===== src/rtl/arb_pkg.sv =====
// Shared types and helpers for the round-robin grant arbiter.
//  arb_state_e : arbiter FSM states
//  rr_pick     : rotating first-set search over a request vector
package arb_pkg;

    typedef enum logic {ST_IDLE, ST_GRANT} arb_state_e;

    // Widest request vector rr_pick accepts; callers zero-extend to this.
    localparam int unsigned RR_MAX = 64;

    // Returns the first set bit of req scanning last+1 .. last+n (mod n).
    // n must be a power of two. Returns last when no bit is set.
    function automatic int unsigned rr_pick(input logic [RR_MAX-1:0] req,
                                            input int unsigned        last,
                                            input int unsigned        n);
        logic       found;
        logic [5:0] idx;
        rr_pick = last;
        found   = 1'b0;
        for (int unsigned k = 1; k <= RR_MAX; k++) begin
            idx = 6'((last + k) & (n - 1));
            if (!found && (k <= n) && req[idx]) begin
                rr_pick = 32'(idx);
                found   = 1'b1;
            end
        end
    endfunction

endpackage


===== src/rtl/decoder.sv =====
// Binary-to-one-hot decoder.
//  idx    : binary index, ENCODE_WIDTH bits
//  onehot : exactly one bit set at position idx
module decoder
    import arb_pkg::*;
#(
    parameter int ENCODE_WIDTH = 2
) (
    input  logic [ENCODE_WIDTH-1:0]    idx,
    output logic [2**ENCODE_WIDTH-1:0] onehot
);

    always_comb begin
        onehot      = '0;
        onehot[idx] = 1'b1;
    end

endmodule


===== src/rtl/rr_grant_arbiter.sv =====
// Round-robin arbiter sharing one resource among 2**ENCODE_WIDTH requesters.
// A grant is held until the owner releases, drops its request, or reaches
// MAX_HOLD consecutive cycles; one idle turnaround cycle follows every grant.
//  clk         : rising-edge clock
//  rst         : synchronous active-high reset
//  req         : level request per requester
//  release_gnt : owner ends its grant this cycle (ignored when idle)
//  gnt         : one-hot grant, zero when gnt_valid=0
//  gnt_idx     : index of current/last owner
//  gnt_valid   : a grant is active
//  timeout     : one-cycle pulse after a grant revoked by the hold limit
module rr_grant_arbiter
    import arb_pkg::*;
#(
    parameter int ENCODE_WIDTH = 2,
    parameter int REQ_WIDTH    = 2**ENCODE_WIDTH,
    parameter int MAX_HOLD     = 8
) (
    input  logic                    clk,
    input  logic                    rst,
    input  logic [REQ_WIDTH-1:0]    req,
    input  logic                    release_gnt,
    output logic [REQ_WIDTH-1:0]    gnt,
    output logic [ENCODE_WIDTH-1:0] gnt_idx,
    output logic                    gnt_valid,
    output logic                    timeout
);

    // Keep the counter at least one bit wide when the limit is disabled.
    localparam int HOLD_W   = (MAX_HOLD > 0) ? $clog2(MAX_HOLD + 1) : 1;
    localparam int HOLD_LIM = (MAX_HOLD > 0) ? MAX_HOLD - 1 : 0;

    arb_state_e              state;
    logic [ENCODE_WIDTH-1:0] last;
    logic [HOLD_W-1:0]       hold_cnt;
    logic [ENCODE_WIDTH-1:0] next_idx;
    logic [REQ_WIDTH-1:0]    dec_onehot;
    logic                    at_limit;
    logic                    owner_req;

    assign next_idx  = ENCODE_WIDTH'(rr_pick(RR_MAX'(req), 32'(last), 32'(REQ_WIDTH)));
    assign owner_req = req[gnt_idx];
    assign at_limit  = (MAX_HOLD != 0) && (hold_cnt == HOLD_W'(HOLD_LIM));

    always_ff @(posedge clk) begin
        if (rst) begin
            state     <= ST_IDLE;
            gnt_idx   <= '0;
            gnt_valid <= 1'b0;
            timeout   <= 1'b0;
            hold_cnt  <= '0;
            last      <= ENCODE_WIDTH'(REQ_WIDTH - 1);
        end else begin
            case (state)
                ST_IDLE: begin
                    timeout <= 1'b0;
                    if (|req) begin
                        gnt_idx   <= next_idx;
                        gnt_valid <= 1'b1;
                        hold_cnt  <= '0;
                        state     <= ST_GRANT;
                    end
                end
                ST_GRANT: begin
                    if (release_gnt || !owner_req || at_limit) begin
                        last      <= gnt_idx;
                        gnt_valid <= 1'b0;
                        state     <= ST_IDLE;
                        // Release or drop on the limit edge is a normal end.
                        timeout   <= at_limit && !release_gnt && owner_req;
                    end else if (hold_cnt != '1) begin
                        hold_cnt <= hold_cnt + HOLD_W'(1);
                    end
                end
                default: state <= ST_IDLE;
            endcase
        end
    end

    decoder #(.ENCODE_WIDTH(ENCODE_WIDTH)) u_dec (
        .idx    (gnt_idx),
        .onehot (dec_onehot)
    );

    assign gnt = dec_onehot & {REQ_WIDTH{gnt_valid}};

endmodule


===== config.mk =====
export PLATFORM = sky130hd
export DESIGN_NAME = rr_grant_arbiter
export DESIGN_NICKNAME = d
export VERILOG_FILES = /design/src/rtl/arb_pkg.sv /design/src/rtl/decoder.sv /design/src/rtl/rr_grant_arbiter.sv
export SDC_FILE = /design/constraint.sdc
export NUM_CORES = 1
export LEC_CHECK = 0
export CAP_MARGIN = 30
export CORE_UTILIZATION = 45
export DETAILED_ROUTE_END_ITERATION = 10
export GPL_TIMING_DRIVEN = 1
export PLACE_DENSITY = 0.79
export RECOVER_POWER = 100
export SYNTH_ARGS = -nofsm -noshare
export SYNTH_HDL_FRONTEND = slang
export SYNTH_SLANG_ARGS = --single-unit

===== constraint.sdc =====
create_clock -name clk -period 4.5 [get_ports clk]
set_input_delay 0.45 -clock clk [delete_from_list [all_inputs] [get_ports clk]]
set_output_delay 0.45 -clock clk [all_outputs]
set_load 0.02 [all_outputs]

# Word-level counts from Yosys, hierarchy flattened
# Index checks and enable logic that the tools add are counted.
# totals
regBits	11
in_bits	7
output_inout_bits	8
elab_cells	74
# classes
add_sub_neg	5
n_lt_le_gt_ge	6
eq_ne	6
n_mux	31
bitwise_logic	2
n_reduce_logical	18
# op_table
operator	count
2-bit by 7-bit < comparator with 1-bit output (second input constant)	4
1-bit two-way mux	14
4-bit two-way mux	3
1-bit binary-select mux with 2-bit select	5
2-bit two-way mux	4
4-bit case mux with 2 select lines	1
1-bit logical AND	6
1-bit case mux with 2 select lines	3
2-bit AND reduction	3
1-bit logical NOT	5
2-bit by 1-bit adder with 2-bit output (second input constant)	2
2-bit adder (second input constant)	2
4-bit by 1-bit adder with 4-bit output (second input constant)	1
4-bit AND	1
4-bit by 3-bit == test with 1-bit output (second input constant)	1
2-bit by 1-bit inequality test with 1-bit output (second input constant)	2
2-bit inequality test (second input constant)	2
4-bit inequality test (second input constant)	1
4-bit OR reduction	1
2-bit by 3-bit < comparator with 1-bit output (second input constant)	1
3-bit AND reduction	1
1-bit demux with 2-bit select	1
2-bit by 1-bit greater-or-equal comparator with 1-bit output (second input constant)	1
1-bit logical OR	2
1-bit NOT	1

# Logic depth before layout (Yosys ltp)
# logic_depth
word_depth	13
ltp_mapped	5
mapped_depth_nobuf	5

# Modules after synthesis
# A second synthesis with hierarchy kept.
# hier_totals
cells_unflattened	78
hier_area_um2	644.4
# modules_own_cells
module	instances	cells_each	area_per_inst_um2	seq_area_each_um2
rr_grant_arbiter	1	74	618.1	220.2
decoder	1	4	26.3	0.0

# Worst setup path before layout
# No wires, ideal clock.
# synth_path
kind	register -> register
from	register gnt_idx[0]
to	register hold_cnt[0]
arrival_ps	1593
required_time_ps	4379
path_slack_ps	2786
stages_incl_launch_ff	6
cell_sequence	dfxtp_1 buf_6 mux2i_1 o32a_1 a21oi_1 mux2_2
# synth_via
elab_chain_len	7
# synth_rtl
item	line	text
start, declared	rr_grant_arbiter.sv:24	output logic [ENCODE_WIDTH-1:0] gnt_idx,
start signal, assigned	rr_grant_arbiter.sv:58	gnt_idx <= next_idx;
1-bit binary-select mux with 2-bit select	rr_grant_arbiter.sv:42	assign owner_req = req[gnt_idx];
1-bit two-way mux (implied by the code)	rr_grant_arbiter.sv:42	
1-bit logical NOT	rr_grant_arbiter.sv:65	if (release_gnt || !owner_req || at_limit) begin
1-bit logical OR (2 in series)	rr_grant_arbiter.sv:65	
2-bit inequality test (no source line)	n/a	
3-bit AND reduction (no source line)	n/a	
end signal, assigned	rr_grant_arbiter.sv:72	hold_cnt <= hold_cnt + HOLD_W'(1);
end, declared	rr_grant_arbiter.sv:35	logic [HOLD_W-1:0] hold_cnt;
# No other way between the ends. The select of a mux whose other input is x is not followed.
# A chain may end at the register's enable or synchronous reset.

# Worst setup path after layout
# layout_path
from	register gnt_idx[1]
to	output port gnt[3]
# layout_via
elab_chain_len	5
word_cells_on_any_way	6
# layout_rtl
item	line	text
2-bit by 3-bit < comparator with 1-bit output (implied by the code) or 2-bit by 1-bit greater-or-equal comparator with 1-bit output (tied branches)	decoder.sv:15	onehot[idx] = 1'b1;
1-bit logical AND (implied by the code)	decoder.sv:15	
1-bit two-way mux (implied by the code)	decoder.sv:15	
1-bit demux with 2-bit select *	n/a	
4-bit AND *	rr_grant_arbiter.sv:85	assign gnt = dec_onehot & {REQ_WIDTH{gnt_valid}};
end, declared	rr_grant_arbiter.sv:23	output logic [REQ_WIDTH-1:0] gnt,
# Mark *: on every way between the ends. The rest lies on a longest branch, timed or not.

==> results.sh <==
export IMPL_status="complete, no violations"
export IMPL_h_tree_depth=1
export IMPL_grt_max_degree=12
export IMPL_dpl_cell_area_sq_um=796
export IMPL_dieArea_sq_um=1650
export IMPL_ctsHoldBuffers=0
export IMPL_placed_cells=106
export IMPL_slowest_stage="dlygate4sd3_1"
export IMPL_ios=15
export IMPL_fin_area_sq_um=823
export IMPL_avgSynthCellArea_sq_um=8.38
export IMPL_setup_tns_ns=0
export IMPL_rsz0062_at_grt="false"
export IMPL_r2r_setup_slack_ns=2.75
export IMPL_cp_max_fo=11
export IMPL_postRouteAntennaNets=0
export IMPL_gp_congestion=0.866
export IMPL_tightest_slew_ns=0.328
export IMPL_syn_cell_area_sq_um=671
export IMPL_routed_wl_mm=1.28
export IMPL_ys_seq_area_frac=0.328
export IMPL_clock_latency_ns=0.26
export IMPL_rr_endpoint="hold_cnt[0]"
export IMPL_antenna_found_initial=0
export IMPL_cts_made_buffers=3
export IMPL_clk_pin_slew_ns=0.07
export IMPL_pwr_density_cell_nw_per_um2=291
export IMPL_clockBufferDepth=2
export IMPL_fin_skew_ns=0.00451
export IMPL_cap_violations=0
export IMPL_fin_cells=110
export IMPL_fin_crit_sh=0.470
export IMPL_synth_top_area_frac=0.328
export IMPL_hold_class="reg -> reg"
export IMPL_finalNetCount=104
export IMPL_rr_startpoint="gnt_idx[0]"
export IMPL_ir_drop_uv=157
export IMPL_fmax_mhz=473
export IMPL_cp_cell_sequence="and3_2 > dlygate4sd3_1"
export IMPL_cts_repair_resized=0
export IMPL_dieHeight_microns=40.6
export IMPL_area_growth_synth_to_final_pct=22.8
export IMPL_cts_tree="yes"
export IMPL_vias=608
export IMPL_dp_hpwl_mm=1.08
export IMPL_wl_per_cell_microns=11.7
export IMPL_initial_core_util=0.497
export IMPL_grt_overflow=0
export IMPL_final_max_slew_viol_count=0
export IMPL_die_w_microns=40.6
export IMPL_ys_warn_count=0
export IMPL_hold_violations=0
export IMPL_crit_path_end="gnt[3]"
export IMPL_period_minus_slack_ns=2.12
export IMPL_max_slew_margin=0.781
export IMPL_yosysUniqueCellTypes=32
export IMPL_synth_nets=88
export IMPL_first_global_vias=553
export IMPL_viasPerCell=5.53
export IMPL_setup_viol=0
export IMPL_drc=0
export IMPL_synth_top_area_cell="dfxtp_1"
export IMPL_crit_path_start_kind="flip-flop"
export IMPL_drt_iter0_markers=9
export IMPL_critical_path_arrival_ns=1.67
export IMPL_diodes=0
export IMPL_drt_pass1_iterations=4
export IMPL_grt_usage=0.205
export IMPL_cp_slowest_stage_delay_ns=0.66
export IMPL_postCtsSetupRepairBufs=0
export IMPL_endpoint_kind="output pin"
export IMPL_clkSinkCount=11
export IMPL_yosys_register_bits=11
export IMPL_p_leak_nw=0.351
export IMPL_synthTopCellsByArea="dfxtp_1, mux2i_1, nor2_1"
export IMPL_syn_inst=80
export IMPL_path_class="reg -> out"
export IMPL_crit_required_ns=4.05
export IMPL_crit_path_start="gnt_idx[1]"
export IMPL_rows=13
export IMPL_grt_first_pass_wirelength_mm=2.24
export IMPL_numPortBuffers=14
export IMPL_cts_root_buf="clkbuf_4"
export IMPL_reg2reg_depth=4
export IMPL_drive_gt1_frac=0.105
export IMPL_core_area_sq_um=1350
[power by group]
part | total, mW | internal, mW | switching, mW
Clock | 0.0635 | 0.0328 | 0.0307
Combinational | 0.0592 | 0.0298 | 0.0295
Sequential | 0.117 | 0.105 | 0.0120
[kinds of logic (layout without fill, tap and decap cells)]
family	Yosys count	count (layout)	synth area share
compound gates	18	18	0.170
fa+ha+maj	1	1	0.0187
buf+inv	6	21	0.0672
flops	11	11	0.328
mux	6	6	0.0914
simple gates	38	38	0.325
[routing by layer]
| layer | GRT usage | wire length [microns] |
|---|---|---|
| met5 | 0 | 0 |
| met4 | 0 | 0 |
| met3 | 0.0833 | 55 |
| met2 | 0.361 | 631 |
| met1 | 0.246 | 595 |
[synthesized netlist by cell type]
| cell | count |
|---|---|
| o41ai_1 | 1 |
| o32a_1 | 1 |
| nand2b_1 | 4 |
| o21a_1 | 1 |
| and3_2 | 1 |
| and3b_1 | 1 |
| and3b_2 | 1 |
| and3_1 | 2 |
| o21ai_0 | 4 |
| a21boi_1 | 1 |
| nand2_1 | 5 |
| a221oi_1 | 1 |
| or3_1 | 1 |
| nor2_1 | 10 |
| mux2_2 | 1 |
| and2b_2 | 1 |
| or4_1 | 1 |
| nand3_1 | 1 |
| o211ai_1 | 1 |
| a211o_1 | 1 |
| a21oi_1 | 7 |
| nor3b_1 | 3 |
| nor3_1 | 1 |
| buf_6 | 3 |
| dfxtp_1 | 11 |
| mux2i_1 | 5 |
| ha_1 | 1 |
| inv_1 | 3 |
| nand4b_1 | 1 |
| and2_1 | 1 |
| or2_2 | 2 |
| nand3b_1 | 2 |
[final cells by class]
cell class	instances	area (sq um)
flip-flops and latches	11	220
well taps	15	18.8
multi-input cells	63	405
repair buffers	14	140
clock buffers	3	22.5
fillers	125	527
inverters	3	11.3
clock inverters	1	5.00
[state kept, by name, summed over array words and instances, names as in the netlist]
signal,flops
gnt_idx,2
gnt_valid,1
hold_cnt,4
last,2
state,1
timeout,1
[how the worst min path moves through the flow]
stage	startpoint	to	slack [ns]	depth (start not counted)
6_report	hold_cnt[1]	hold_cnt[1]	0.48	2
5_1_grt	hold_cnt[1]	hold_cnt[1]	0.52	2
4_1_cts	hold_cnt[1]	hold_cnt[1]	0.49	2
3_5_place_dp	hold_cnt[1]	hold_cnt[1]	0.48	2
3_3_place_gp	hold_cnt[3]	hold_cnt[3]	0.48	2
2_1_floorplan	hold_cnt[1]	hold_cnt[1]	0.45	2
[cells in the final DEF, fill, tap and decap left out]
cell type | synthesis | routed
dfxtp_1 | 11 | 11
nor2_1 | 10 | 10
dlygate4sd3_1 | 0 | 9
a21oi_1 | 7 | 7
mux2i_1 | 5 | 5
nand2_1 | 5 | 5
clkdlybuf4s50_1 | 0 | 5
o21ai_0 | 4 | 4
nand2b_1 | 4 | 4
nor3b_1 | 3 | 3
inv_1 | 3 | 3
clkbuf_4 | 0 | 3
or2_2 | 2 | 2
and3_1 | 2 | 2
nand3b_1 | 2 | 2
and3b_2 | 1 | 1
and3_2 | 1 | 1
and3b_1 | 1 | 1
a211o_1 | 1 | 1
or4_1 | 1 | 1
and2_0 | 0 | 1
o211ai_1 | 1 | 1
o32a_1 | 1 | 1
nand4b_1 | 1 | 1
or3_1 | 1 | 1
a21boi_0 | 0 | 1
and2b_2 | 1 | 1
o21a_1 | 1 | 1
mux2_2 | 1 | 1
a221oi_1 | 1 | 1
o41ai_1 | 1 | 1
nand3_1 | 1 | 1
nor3_1 | 1 | 1
ha_1 | 1 | 1
clkinv_2 | 0 | 1
[metrics by stage]
step	hold WS, ns	total power [mW]	worst slack, ns	utilization
finish	0.482	0.240	2.38	0.610
CTS	0.488	0.247	2.43	0.610
global route	0.516	0.259	2.26	0.610
detailed placement	0.479	0.181	2.28	0.589
global placement	0.479	0.179	2.32	0.589
floorplan	0.452	0.160	2.79	-
[worst max-delay path, delay by kind of cell, from the launching register on]
family | cells | cell delay [ns]
buffers and inverters | 1 | 0.66
flip-flops | 1 | 0.51
AND/OR/NAND/NOR | 1 | 0.23
Note: power is estimated with default switching activity, not from simulation.
